### config.mk
export PLATFORM = sky130hd
export DESIGN_NAME = p2_exp_master_flat
export DESIGN_NICKNAME = d
export VERILOG_FILES = /design/src/rtl/p2_exp_pkg.sv /design/src/rtl/p2_exp_master_if.sv /design/src/rtl/p2_exp_timer.sv /design/src/rtl/p2_exp_master.sv /design/src/flat_wrapper.sv
export SDC_FILE = /design/constraint.sdc
export NUM_CORES = 1
export LEC_CHECK = 0
export ABC_AREA = 1
export BUFFER_PORTS_ARGS = -buffer_cell sky130_fd_sc_hd__buf_4
export CORE_ASPECT_RATIO = 1.1
export CORE_UTILIZATION = 40
export DETAILED_ROUTE_END_ITERATION = 16
export GPL_TIMING_DRIVEN = 0
export SYNTH_ARGS = -nofsm -noshare
export SYNTH_HDL_FRONTEND = slang
export SYNTH_HIERARCHICAL = 1
export SYNTH_SLANG_ARGS = --single-unit
export TNS_END_PERCENT = 5
### constraint.sdc
create_clock -name clk -period 2 [get_ports clk]
set_input_delay 0.1 -clock clk [delete_from_list [all_inputs] [get_ports clk]]
set_output_delay 0.1 -clock clk [all_outputs]
set_load 0.02 [all_outputs]
### src/rtl/p2_exp_pkg.sv
// Shared types for the P2/PROG nibble expander bus: opcodes, port selects,
// FSM states and the latched command payload.
package p2_exp_pkg;

  localparam int unsigned NIB_W  = 4;
  localparam int unsigned OP_W   = 2;
  localparam int unsigned PORT_W = 2;

  typedef enum logic [OP_W-1:0] {
    OP_RD  = 2'b00,
    OP_WR  = 2'b01,
    OP_OR  = 2'b10,
    OP_AND = 2'b11
  } op_e;

  localparam logic [PORT_W-1:0] PORT4 = 2'd0;
  localparam logic [PORT_W-1:0] PORT5 = 2'd1;
  localparam logic [PORT_W-1:0] PORT6 = 2'd2;
  localparam logic [PORT_W-1:0] PORT7 = 2'd3;

  typedef enum logic [2:0] {
    ST_IDLE,
    ST_ADDR,
    ST_PLO_A,
    ST_PLO_D,
    ST_HOLD
  } state_e;

  typedef struct packed {
    op_e               op;
    logic [PORT_W-1:0] port;
    logic [NIB_W-1:0]  wdata;
  } cmd_t;

  // Address nibble as it appears on P2: opcode in the upper bits, port below.
  function automatic logic [NIB_W-1:0] addr_nibble(input op_e op, input logic [PORT_W-1:0] port);
    return {op, port};
  endfunction

endpackage

### src/rtl/p2_exp_master_if.sv
// Command/response and P2/PROG bus bundle for the expander initiator.
interface p2_exp_master_if;
  import p2_exp_pkg::*;

  logic              cmd_valid;
  logic              cmd_ready;
  logic [OP_W-1:0]   cmd_op;
  logic [PORT_W-1:0] cmd_port;
  logic [NIB_W-1:0]  cmd_wdata;
  logic              rsp_valid;
  logic [NIB_W-1:0]  rsp_rdata;
  logic [NIB_W-1:0]  p2o;
  logic              p2_oe;
  logic [NIB_W-1:0]  p2i;
  logic              prog_n;

  modport master (
    input  cmd_valid, cmd_op, cmd_port, cmd_wdata, p2i,
    output cmd_ready, rsp_valid, rsp_rdata, p2o, p2_oe, prog_n
  );

  modport slave (
    output cmd_valid, cmd_op, cmd_port, cmd_wdata, p2i,
    input  cmd_ready, rsp_valid, rsp_rdata, p2o, p2_oe, prog_n
  );

endinterface

### src/rtl/p2_exp_timer.sv
// Loadable down-counter that parks at zero; zero flag drives phase advance.
module p2_exp_timer #(
  parameter int unsigned CNT_W = 8
) (
  input  logic             clk,
  input  logic             rst_n,
  input  logic             load_i,
  input  logic [CNT_W-1:0] load_val_i,
  output logic [CNT_W-1:0] cnt_o,
  output logic             zero_c_o
);

  logic [CNT_W-1:0] cnt_q, cnt_d;

  always_comb begin
    cnt_d = cnt_q;
    if (load_i) begin
      cnt_d = load_val_i;
    end else if (cnt_q != '0) begin
      cnt_d = cnt_q - CNT_W'(1);
    end
  end

  always_ff @(posedge clk or negedge rst_n) begin
    if (!rst_n) begin
      cnt_q <= '0;
    end else begin
      cnt_q <= cnt_d;
    end
  end

  assign cnt_o    = cnt_q;
  assign zero_c_o = (cnt_q == '0);

endmodule

### src/rtl/p2_exp_master.sv
// Initiator for the 8243-style expander: turns one command into a PROG-framed
// address nibble followed by a data nibble on P2, then pulses rsp_valid.
module p2_exp_master
  import p2_exp_pkg::*;
#(
  parameter int unsigned T_AS  = 2,
  parameter int unsigned T_AH  = 2,
  parameter int unsigned T_PW  = 6,
  parameter int unsigned T_DH  = 2,
  parameter int unsigned CNT_W = 8
) (
  input  logic                clk,
  input  logic                rst_n,
  p2_exp_master_if.master     bus
);

  localparam int unsigned T_MAX = (32'd1 << CNT_W) - 32'd1;

  if (T_AS == 0 || T_AH == 0 || T_PW < 2 || T_DH == 0) begin : g_bad_timing
    $error("p2_exp_master: T_AS/T_AH/T_DH must be >= 1 and T_PW >= 2");
  end
  if (T_AS > T_MAX || T_AH > T_MAX || T_PW > T_MAX || T_DH > T_MAX) begin : g_bad_width
    $error("p2_exp_master: timing parameter does not fit in CNT_W bits");
  end

  state_e            state_q, state_d;
  cmd_t              cmd_q, cmd_d;
  logic              prog_n_q, prog_n_d;
  logic              p2_oe_q, p2_oe_d;
  logic [NIB_W-1:0]  p2o_q, p2o_d;
  logic              rsp_valid_q, rsp_valid_d;
  logic [NIB_W-1:0]  rdata_q, rdata_d;

  logic              timer_load;
  logic [CNT_W-1:0]  timer_val;
  logic [CNT_W-1:0]  cnt;
  logic              cnt_zero;

  function automatic logic [CNT_W-1:0] phase_len(input state_e s);
    case (s)
      ST_ADDR:  return CNT_W'(T_AS - 1);
      ST_PLO_A: return CNT_W'(T_AH - 1);
      ST_PLO_D: return CNT_W'(T_PW - 1);
      ST_HOLD:  return CNT_W'(T_DH - 1);
      default:  return '0;
    endcase
  endfunction

  p2_exp_timer #(
    .CNT_W (CNT_W)
  ) u_timer (
    .clk        (clk),
    .rst_n      (rst_n),
    .load_i     (timer_load),
    .load_val_i (timer_val),
    .cnt_o      (cnt),
    .zero_c_o   (cnt_zero)
  );

  // Next state plus next values of the registered bus outputs (decoded from state_d).
  always_comb begin
    state_d     = state_q;
    cmd_d       = cmd_q;
    timer_load  = 1'b0;
    timer_val   = '0;
    prog_n_d    = 1'b1;
    p2_oe_d     = 1'b0;
    p2o_d       = p2o_q;
    rsp_valid_d = 1'b0;
    rdata_d     = rdata_q;

    unique case (state_q)
      ST_IDLE: begin
        if (bus.cmd_valid) begin
          state_d     = ST_ADDR;
          cmd_d.op    = op_e'(bus.cmd_op);
          cmd_d.port  = bus.cmd_port;
          cmd_d.wdata = bus.cmd_wdata;
        end
      end
      ST_ADDR:  if (cnt_zero) state_d = ST_PLO_A;
      ST_PLO_A: if (cnt_zero) state_d = ST_PLO_D;
      ST_PLO_D: if (cnt_zero) state_d = ST_HOLD;
      ST_HOLD:  if (cnt_zero) state_d = ST_IDLE;
      default:  state_d = ST_IDLE;
    endcase

    if (state_d != state_q) begin
      timer_load = 1'b1;
      timer_val  = phase_len(state_d);
    end

    // p2o only moves on edges where prog_n holds its level.
    case (state_d)
      ST_ADDR, ST_PLO_A: begin
        p2o_d    = addr_nibble(cmd_d.op, cmd_d.port);
        p2_oe_d  = 1'b1;
        prog_n_d = (state_d == ST_ADDR);
      end
      ST_PLO_D: begin
        prog_n_d = 1'b0;
        if (cmd_d.op != OP_RD) begin
          p2o_d   = cmd_d.wdata;
          p2_oe_d = 1'b1;
        end
      end
      ST_HOLD: begin
        if (cmd_d.op != OP_RD) begin
          p2o_d   = cmd_d.wdata;
          p2_oe_d = 1'b1;
        end
        rsp_valid_d = timer_load ? (T_DH == 1) : (cnt == CNT_W'(1));
      end
      default: ;
    endcase

    if (state_q == ST_PLO_D && cnt_zero && cmd_q.op == OP_RD) begin
      rdata_d = bus.p2i;
    end
  end

  always_ff @(posedge clk or negedge rst_n) begin
    if (!rst_n) begin
      state_q     <= ST_IDLE;
      cmd_q       <= '0;
      prog_n_q    <= 1'b1;
      p2_oe_q     <= 1'b0;
      p2o_q       <= '0;
      rsp_valid_q <= 1'b0;
      rdata_q     <= '0;
    end else begin
      state_q     <= state_d;
      cmd_q       <= cmd_d;
      prog_n_q    <= prog_n_d;
      p2_oe_q     <= p2_oe_d;
      p2o_q       <= p2o_d;
      rsp_valid_q <= rsp_valid_d;
      rdata_q     <= rdata_d;
    end
  end

  // Ready is gated by rst_n so it reads 0 throughout reset and 1 right after release.
  assign bus.cmd_ready = rst_n & (state_q == ST_IDLE);
  assign bus.rsp_valid = rsp_valid_q;
  assign bus.rsp_rdata = rdata_q;
  assign bus.p2o       = p2o_q;
  assign bus.p2_oe     = p2_oe_q;
  assign bus.prog_n    = prog_n_q;

endmodule

### src/flat_wrapper.sv
// flat-port wrapper written by rule: the top's interface ports become plain ports
module p2_exp_master_flat import p2_exp_pkg::*;
#(
  parameter int unsigned T_AS  = 2,
  parameter int unsigned T_AH  = 2,
  parameter int unsigned T_PW  = 6,
  parameter int unsigned T_DH  = 2,
  parameter int unsigned CNT_W = 8
)
  (clk, rst_n, bus_cmd_valid, bus_cmd_op, bus_cmd_port, bus_cmd_wdata, bus_p2i, bus_cmd_ready, bus_rsp_valid, bus_rsp_rdata, bus_p2o, bus_p2_oe, bus_prog_n);
  p2_exp_master_if bus_i ();
  input  logic clk;
  input  logic rst_n;
  input wire logic [$bits(bus_i.cmd_valid)-1:0] bus_cmd_valid;
  input wire logic [$bits(bus_i.cmd_op)-1:0] bus_cmd_op;
  input wire logic [$bits(bus_i.cmd_port)-1:0] bus_cmd_port;
  input wire logic [$bits(bus_i.cmd_wdata)-1:0] bus_cmd_wdata;
  input wire logic [$bits(bus_i.p2i)-1:0] bus_p2i;
  output wire logic [$bits(bus_i.cmd_ready)-1:0] bus_cmd_ready;
  output wire logic [$bits(bus_i.rsp_valid)-1:0] bus_rsp_valid;
  output wire logic [$bits(bus_i.rsp_rdata)-1:0] bus_rsp_rdata;
  output wire logic [$bits(bus_i.p2o)-1:0] bus_p2o;
  output wire logic [$bits(bus_i.p2_oe)-1:0] bus_p2_oe;
  output wire logic [$bits(bus_i.prog_n)-1:0] bus_prog_n;
  assign bus_i.cmd_valid = bus_cmd_valid;
  assign bus_i.cmd_op = bus_cmd_op;
  assign bus_i.cmd_port = bus_cmd_port;
  assign bus_i.cmd_wdata = bus_cmd_wdata;
  assign bus_i.p2i = bus_p2i;
  assign bus_cmd_ready = bus_i.cmd_ready;
  assign bus_rsp_valid = bus_i.rsp_valid;
  assign bus_rsp_rdata = bus_i.rsp_rdata;
  assign bus_p2o = bus_i.p2o;
  assign bus_p2_oe = bus_i.p2_oe;
  assign bus_prog_n = bus_i.prog_n;
  p2_exp_master #(.T_AS(T_AS), .T_AH(T_AH), .T_PW(T_PW), .T_DH(T_DH), .CNT_W(CNT_W)) u_core (.clk(clk), .rst_n(rst_n), .bus(bus_i));
endmodule
==> implementation parameters, run 1 <==
Parameter                              Value

Clock network
  Worst skew pair latency ... 0.28 ns
  Clock Pin Slew Worst Setup and Hold Paths ... approximately 0.06 ns
  Clock tree root driver cell ... clkbuf_8
  Number of clock sinks ... 30
  Total clock buffers created by CTS ... 5
  Clock tree from TritonCTS ... yes
  Deepest clock path buffer count ... 2
  Number of levels the H-tree was split into ... 2

Critical path
  Sum of buffers and inverters on the critical path ... 3
  Reg-to-reg critical path startpoint ... u_core/u_timer/cnt_o[1]$_DFFE_PN0P_
  Most prevalent standard cell on the critical path ... nand2_1
  Type of destination of the critical path ... flop
  Crit path arrival time ... approximately 2.1 ns
  Data required time of the worst path ... approximately 2.2 ns
  Worst Path Class, Setup ... flop to flop
  Cell family with the largest share of critical-path delay ... simple AND/OR/NAND/NOR gates
  Slowest cell on the critical path ... dfrtp_1
  Element type at the critical path start ... flop
  Largest fanout on the critical path ... 7
  Path depth of the worst reg2reg path ... 15
  Critical path depth ... 15
  First element of the critical path ... u_core/u_timer/cnt_o[1]$_DFFE_PN0P_
  Crit-path cells ... inv_2 > ha_4 > nand2_4 > nor2_4 > buf_4 > nand3_1 > nor2_1 > nor2_2 > nand3_1 > nand2_1 > inv_1 > nand2_1 > o21ai_2 > nand2_1 > o21ai_2
  Largest stage delay, worst path ... around 0.36 ns

Synth
  Async set-or-reset flop fraction in the synthesized netlist ... 1.000
  Mapped cell area ... approximately 0.0016 mm2
  Count of flip-flops with a built-in enable after synthesis ... 0
  Ys flop type ... dfrtp_1
  Mapped Avg Cell Area ... just over 8 um2
  Top area cells in the synthesized netlist ... dfrtp_1 (45%), nand2_1 (17%), nand3_1 (5.3%)
  Sequential cell area fraction in the yosys report ... 0.4652
  Yosys top cell by area ... dfrtp_1
  Area fraction of the dominant cell type after synthesis ... 0.4489
  Unique cell type count in the Yosys netlist ... 30
  Number of warning messages in the yosys log ... 6
  Gate count after technology mapping ... slightly below 200
  Flops & latches, synth ... 30

Status
  Result of the run ... completed

Detailed routing
  Detail-routed via count per cell ... between 4 and 5
  Detailed Routing Iterations Pass 1 ... 4
  Routed WL per cell ... 11.20 um
  Final wirelength ... between 3000 and 4000 um
  Remaining antenna violation count after routing ... 0
  Count of vias placed by the detailed router ... 1,371
  DRC marker count from the first detailed-route iteration ... 59
  Final routed DRC violation total ... 0

Timing
  Total negative setup slack ... 0 ns
  Fraction of the cycle the final worst path needs ... 0.9816
  Achievable frequency ... 509.4 MHz
  Unrepaired setup endpoints after global routing ... true
  Final hold slack ... approximately 0.040 ns
  Final clock skew ... approximately 0.0035 ns
  Time the final worst path needs with I/O delays and setup ... 1.963 ns
  Slew Limit Fails ... 0
  Hold Fails Final Rpt ... 0
  Final setup violation count ... 0
  Final Worst Setup Slack ... 0.03677 ns

Min path
  Cells on Worst Hold Path ... 3
  Path category of the worst min-delay check ... input pin to flop
  Min-Delay Startpoint ... bus_cmd_port[0]

Finish
  Syn-to-layout area delta ... 31.42%
  Layout cell share with drive strength beyond 1 ... 0.3614
  Number of antenna diodes ... 0
  Leading cell types in the layout, fill and taps excluded ... nand2_1 (72), buf_4 (39), dfrtp_1 (28), nand3_1 (17), inv_1 (11)
  Number of nets in the layout ... roughly 260
  Leading cell type in the layout, fill and taps excluded ... nand2_1

Pwr
  IR Drop Worst-Case VDD ... 0.6683 mV
  Total power ... 3.560 mW
  Leak ... 1.135 nW
  Power per unit of standard cell area ... 1676 mW/mm2

Placed design
  Final weighted congestion of routability-driven global placement ... 0.8372
  Post-Place Setup Slack ... -0.2896 ns
  Count of buffers from port buffering ... 26
  Sum of net half-perimeters after detailed placement ... around 2400 um

Floorplanning
  Top-Level Pins ... 27
  Die Ht ... around 70 um
  Die footprint ... 0.004300 mm2
  Effective utilization at floorplan ... 0.4321
  Core area ... 0.003741 mm2
  Horizontal die dimension ... between 60 and 70 um
  Row cnt ... 23

Flow run
  Max-capacitance violation count ... 0

Global route
  Wire length of the first global-routing pass ... 5499 um
  Vias in the first global route ... roughly 1,300
  Remaining global-route overflow ... 0
  Antenna violations before repair ... 0
  Maximum number of pins on one net before global-route repair ... 32
  Tot GR Track Use ... 0.1699
## worst paths after layout
path                                                       end  slack (ns)
max                        u_core/u_timer/cnt_o[0]$_DFFE_PN0P_        0.04
min                                  u_core/cmd_q[4]$_DFF_PN0_        0.04
max reg2reg                u_core/u_timer/cnt_o[0]$_DFFE_PN0P_        0.04
min reg2reg                          u_core/cmd_q[4]$_DFF_PN0_        0.47
max in group asynchronous          u_core/bus.prog_n$_DFF_PN1_        1.39
min in group asynchronous  u_core/u_timer/cnt_o[5]$_DFFE_PN0P_        0.29
## repair_timing
| item | CTS | global route |
|---|---|---|
| gates resized for setup | 3 | 8 |
| hold buffers | 1 | 0 |
| endpoints found under the setup margin | 12 | 16 |
| buffers inserted | 9 | 3 |
| pin swaps | 4 | 6 |
| hold endpoints to repair | 29 | 0 |
| cloned | 0 | 0 |
## cell families (layout without fill, tap and decap cells)
logic type	after synthesis	in the layout	synth area share
mux	4	4	0.02786
xor+xnor	2	2	0.01084
compound gates	11	11	0.04643
flops	30	30	0.4652
buf+inv	21	68	0.06037
simple gates	127	127	0.3793
other cells	1	6	0.002320
fa+ha+maj	1	1	0.007739
## routing by layer
layer / routed length, um / vias to the layer above / GRT usage
met4: 44 / 0 / 0.06977
met2: 1592 / 24 / 0.2785
met5: 0 / - / 0
li1: - / 718 / -
met1: 1591 / 623 / 0.2115
met3: 122 / 6 / 0.05099
## flip-flops by register name, indices dropped and copies added (netlist names)
register and count:
u_core/cmd_q 8, u_core/bus.rsp_valid 1, u_core/u_timer/cnt_o 8, u_core/bus.p2o 4
u_core/bus.prog_n 1, u_core/state_q 3, u_core/bus.p2_oe 1, u_core/bus.rsp_rdata 4
## where the power goes
group / leakage [nW] / internal (mW) / total, mW / switching, mW
combinational: 0.720 / 0.853 / 2.03 / 1.17
sequential: 0.367 / 0.872 / 1.04 / 0.167
clock: 0.0482 / 0.277 / 0.495 / 0.218
## worst min-delay path, stage by stage
cell and delay, ns:
buf_4 0.07, nand2_1 0.05, nand2_2 0.06
## layout make-up
cell class / count / area, um2
plain buffers: 3 / 30.03
clock buffers: 7 / 86.33
clock inverters: 1 / 5.005
fillers: 359 / 1617
inverters: 18 / 70.07
multi-input cells: 151 / 822.0
flip-flops and latches: 30 / 753.2
well taps: 50 / 62.56
repair buffers: 39 / 295.3
## synthesized netlist by cell type, types with 2 or more instances
master,instances
buf_6,2
dfrtp_1,29
inv_1,13
inv_2,4
mux2_2,4
nand2_1,72
nand2_2,8
nand2_4,5
nand3_1,17
nor2_1,12
nor2_2,4
nor2_4,2
nor4_1,3
o21ai_0,3
o21ai_2,4
## metrics by stage
stage / utilization / instance area, um2 / cells
after global routing: 0.5679 / 2125 / 299
after CTS: 0.5565 / 2082 / 296
after detailed placement: 0.5100 / 1908 / 278
final: 0.5679 / 2125 / 299
after floorplan: - / 1650 / 202
after global placement: 0.5100 / 1908 / 278
(Power assumes the default switching activity.)
==> run 2: changes to the inputs <==
--- a/config.mk
+++ b/config.mk
@@ -8,6 +8,7 @@
 export ABC_AREA = 1
 export BUFFER_PORTS_ARGS = -buffer_cell sky130_fd_sc_hd__buf_4
 export CORE_ASPECT_RATIO = 1.1
+export CORE_MARGIN = 5
 export CORE_UTILIZATION = 40
 export DETAILED_ROUTE_END_ITERATION = 16
 export GPL_TIMING_DRIVEN = 0
==> implementation parameters, run 2 (same netlist as run 1, synthesis figures left out) <==
Parameter                              Value

Global route
  Maximum number of pins on one net before global-route repair ... 32 (unchanged)
  Wire length of the first global-routing pass ... 5692 um (+3.5%)
  Vias in the first global route ... 1,337 (+4.9%)
  Tot GR Track Use ... 0.1310 (-0.03890)
  Antenna violations before repair ... 0 (unchanged)
  Remaining global-route overflow ... 0 (unchanged)

Pwr
  Net Sw Power ... 1.539 mW (-1.3%)
  Cell-internal power ... 1.971 mW (-1.5%)
  Clock network fraction of total power ... 0.143 (+0.004)
  Proportion of total power due to net switching ... 0.4384 (+0.0005164)
  Leak ... 1.125 nW (-0.89%)
  Proportion of power drawn by combinational gates ... 0.563 (-0.006)
  IR Drop Worst-Case VDD ... 0.8162 mV (+22%)
  Total power ... 3.509 mW (-1.4%)
  Relative contribution of sequential cells to total power ... 0.295 (+0.003)
  Power per unit of standard cell area ... 1655 mW/mm2 (-1.3%)

Placed design
  Count of buffers from port buffering ... 26 (unchanged)
  Final weighted congestion of routability-driven global placement ... 0.7616 (-9.0%)
  Sum of net half-perimeters after detailed placement ... 2452 um (+4.2%)
  Cell Area, Placed ... 0.001911 mm2 (+0.13%)
  Post-Place Setup Slack ... -0.2807 ns (+0.008893 ns)
  Cell count after placement ... 280 (+0.72%)

Detailed routing
  Routed WL per cell ... 11.14 um (-0.54%)
  Final routed DRC violation total ... 0 (unchanged)
  Count of vias placed by the detailed router ... 1,379 (+0.58%)
  Final wirelength ... 3343 um (-0.21%)
  Detail-routed via count per cell ... 4.597 (+0.25%)
  Remaining antenna violation count after routing ... 0 (unchanged)
  DRC marker count from the first detailed-route iteration ... 62 (+5.1%)
  Detailed Routing Iterations Pass 1 ... 4 (unchanged)

Finish
  Post-Route Utilization ... 0.5391 (-0.02877)
  Number of cells in the finished layout apart from fillers ... 300 (+0.33%)
  Fill cell count ... 385 (+7.2%)
  Leading cell type in the layout, fill and taps excluded ... nand2_1
  Number of antenna diodes ... 0 (unchanged)
  Layout cell share with drive strength beyond 1 ... 0.3629 (+0.001457)
  Final non-filler cell area ... 0.002121 mm2 (-0.18%)
  Syn-to-layout area delta ... 31.19%
  Number of nets in the layout ... 263 (-0.38%)
  Leading cell types in the layout, fill and taps excluded ... nand2_1 (72), buf_4 (38), dfrtp_1 (29), nand3_1 (14)

Critical path
  Most prevalent standard cell on the critical path ... nand2_1
  Largest fanout on the critical path ... 7 (unchanged)
  Largest stage delay, worst path ... 0.36 ns (about the same)
  Data required time of the worst path ... 2.17 ns (about the same)
  Crit path arrival time ... 2.15 ns (+0.02 ns)
  Element type at the critical path start ... flop
  Type of destination of the critical path ... flop
  Crit-path cells ... inv_2 > ha_4 > nand2_2 > nor2_4 > buf_4 > nand3_1 > nor2_1 > nor2_2 > nand3_1 > nand2_1 > inv_1 > nand2_1 > o21ai_1 > nand2_1 > o21ai_2
  Slowest cell on the critical path ... dfrtp_1
  Worst Path Class, Setup ... flop to flop

Floorplanning
  Die Ht ... 76.68 um (+12%)
  Horizontal die dimension ... 70.62 um (+13%)
  Die footprint ... 0.005414 mm2 (+26%)
  Effective utilization at floorplan ... 0.4109 (-0.02117)
  Top-Level Pins ... 27 (unchanged)
  Core area ... 0.003934 mm2 (+5.2%)
  Row cnt ... 24 (+4.3%)

Timing
  Hold Fails Final Rpt ... 0 (unchanged)
  Final clock skew ... 0.006037 ns (+0.002493 ns)
  Fraction of the cycle the final worst path needs ... 0.9908 (+0.009234)
  Final hold slack ... 0.04213 ns (+0.002632 ns)
  Total negative setup slack ... 0 ns (unchanged)
  Slew Limit Fails ... 0 (unchanged)
  Final setup violation count ... 0 (unchanged)
  Time the final worst path needs with I/O delays and setup ... 1.982 ns (+0.01847 ns)
  Unrepaired setup endpoints after global routing ... true
  Achievable frequency ... 504.6 MHz (-0.93%)
  Final Worst Setup Slack ... 0.01830 ns (-0.01847 ns)

Clock network
  Clock tree root driver cell ... clkbuf_8
  Deepest clock path buffer count ... 2 (unchanged)
  Total clock buffers created by CTS ... 5 (unchanged)
  Clock tree from TritonCTS ... yes
  Worst skew pair latency ... 0.28 ns (about the same)
  Number of levels the H-tree was split into ... 2 (unchanged)
  Clock Pin Slew Worst Setup and Hold Paths ... 0.07 ns (about the same)
  Number of clock sinks ... 30 (unchanged)

Min path
  Path category of the worst min-delay check ... input pin to flop

Flow run
  Max-capacitance violation count ... 0 (unchanged)

Status
  Result of the run ... completed
==> run 2: cell types whose count changed in the layout (fill, tap and decap cells not counted) <==
| cell | change |
|---|---|
| nand3_2 | +3 |
| nand3_1 | -3 |
| nor2_1 | +1 |
| dfrtp_1 | +1 |
| o21ai_2 | -1 |
| o21ai_1 | +1 |
| nand2_4 | -1 |
| nor2_4 | -1 |
| dfrtp_2 | -1 |
| clkbuf_1 | -1 |
| buf_4 | -1 |
| clkinvlp_4 | +1 |
| nand2_2 | +1 |
==> run 2: cell type report <==
class | instances | area [um2] | share of cell area
plain buffers | 3 | 30.03 | 0.01416
inverters | 18 | 70.07 | 0.03304
clock buffers | 6 | 82.58 | 0.03894
flip-flops and latches | 30 | 752.0 | 0.3546
multi-input cells | 151 | 820.8 | 0.3870
well taps | 52 | 65.06 | 0.03068
repair buffers | 38 | 287.8 | 0.1357
clock inverters | 2 | 12.51 | 0.005900
==> run 2: metal layers <==
layer,vias up,wire length (um),track usage
li1,714,-,-
met5,-,0,0
met4,0,42,0.06203
met2,19,1820,0.2303
met1,642,1354,0.1458
met3,4,125,0.03399
==> run 2: power by group through the flow <==
stage          combinational (mW)  clock, mW  sequential (mW)
2_1_floorplan                1.29          0             1.09
4_1_cts                      1.91      0.523             1.03
3_5_place_dp                 1.77          0             1.04
3_3_place_gp                 1.74          0             1.03
6_report                     1.98      0.500             1.03
5_1_grt                      2.21      0.552             1.06
==> run 2: path summary, 6_finish.rpt <==
kind | from | endpoint | slack [ns] | depth (start not counted)
max | u_core/u_timer/cnt_o[1]$_DFFE_PN0P_ | u_core/u_timer/cnt_o[0]$_DFFE_PN0P_ | 0.02 | 15
min in group asynchronous | rst_n | u_core/bus.rsp_rdata[1]$_DFFE_PN0P_ | 0.29 | 2
min reg2reg | u_core/cmd_q[4]$_DFF_PN0_ | u_core/cmd_q[4]$_DFF_PN0_ | 0.48 | 2
min | bus_cmd_wdata[2] | u_core/cmd_q[2]$_DFF_PN0_ | 0.04 | 3
max reg2reg | u_core/u_timer/cnt_o[1]$_DFFE_PN0P_ | u_core/u_timer/cnt_o[0]$_DFFE_PN0P_ | 0.02 | 15
max in group asynchronous | rst_n | u_core/bus.prog_n$_DFF_PN1_ | 1.40 | 2
==> run 2: timing repair <==
action	CTS	global route
pin swaps	2	5
buffers inserted	7	4
setup endpoints to repair	11	16
resized for setup	4	5
hold buffers	1	0
hold endpoints to repair	29	0
==> run 2: critical path, delay by kind of cell (launching register included) <==
family                   cells  cell delay (ns)
AO/OA/AOI/OAI                2             0.11
adder cells (fa/ha/maj)      1             0.17
buffers and inverters        3             0.23
flip-flops                   1             0.36
AND/OR/NAND/NOR              9             0.99
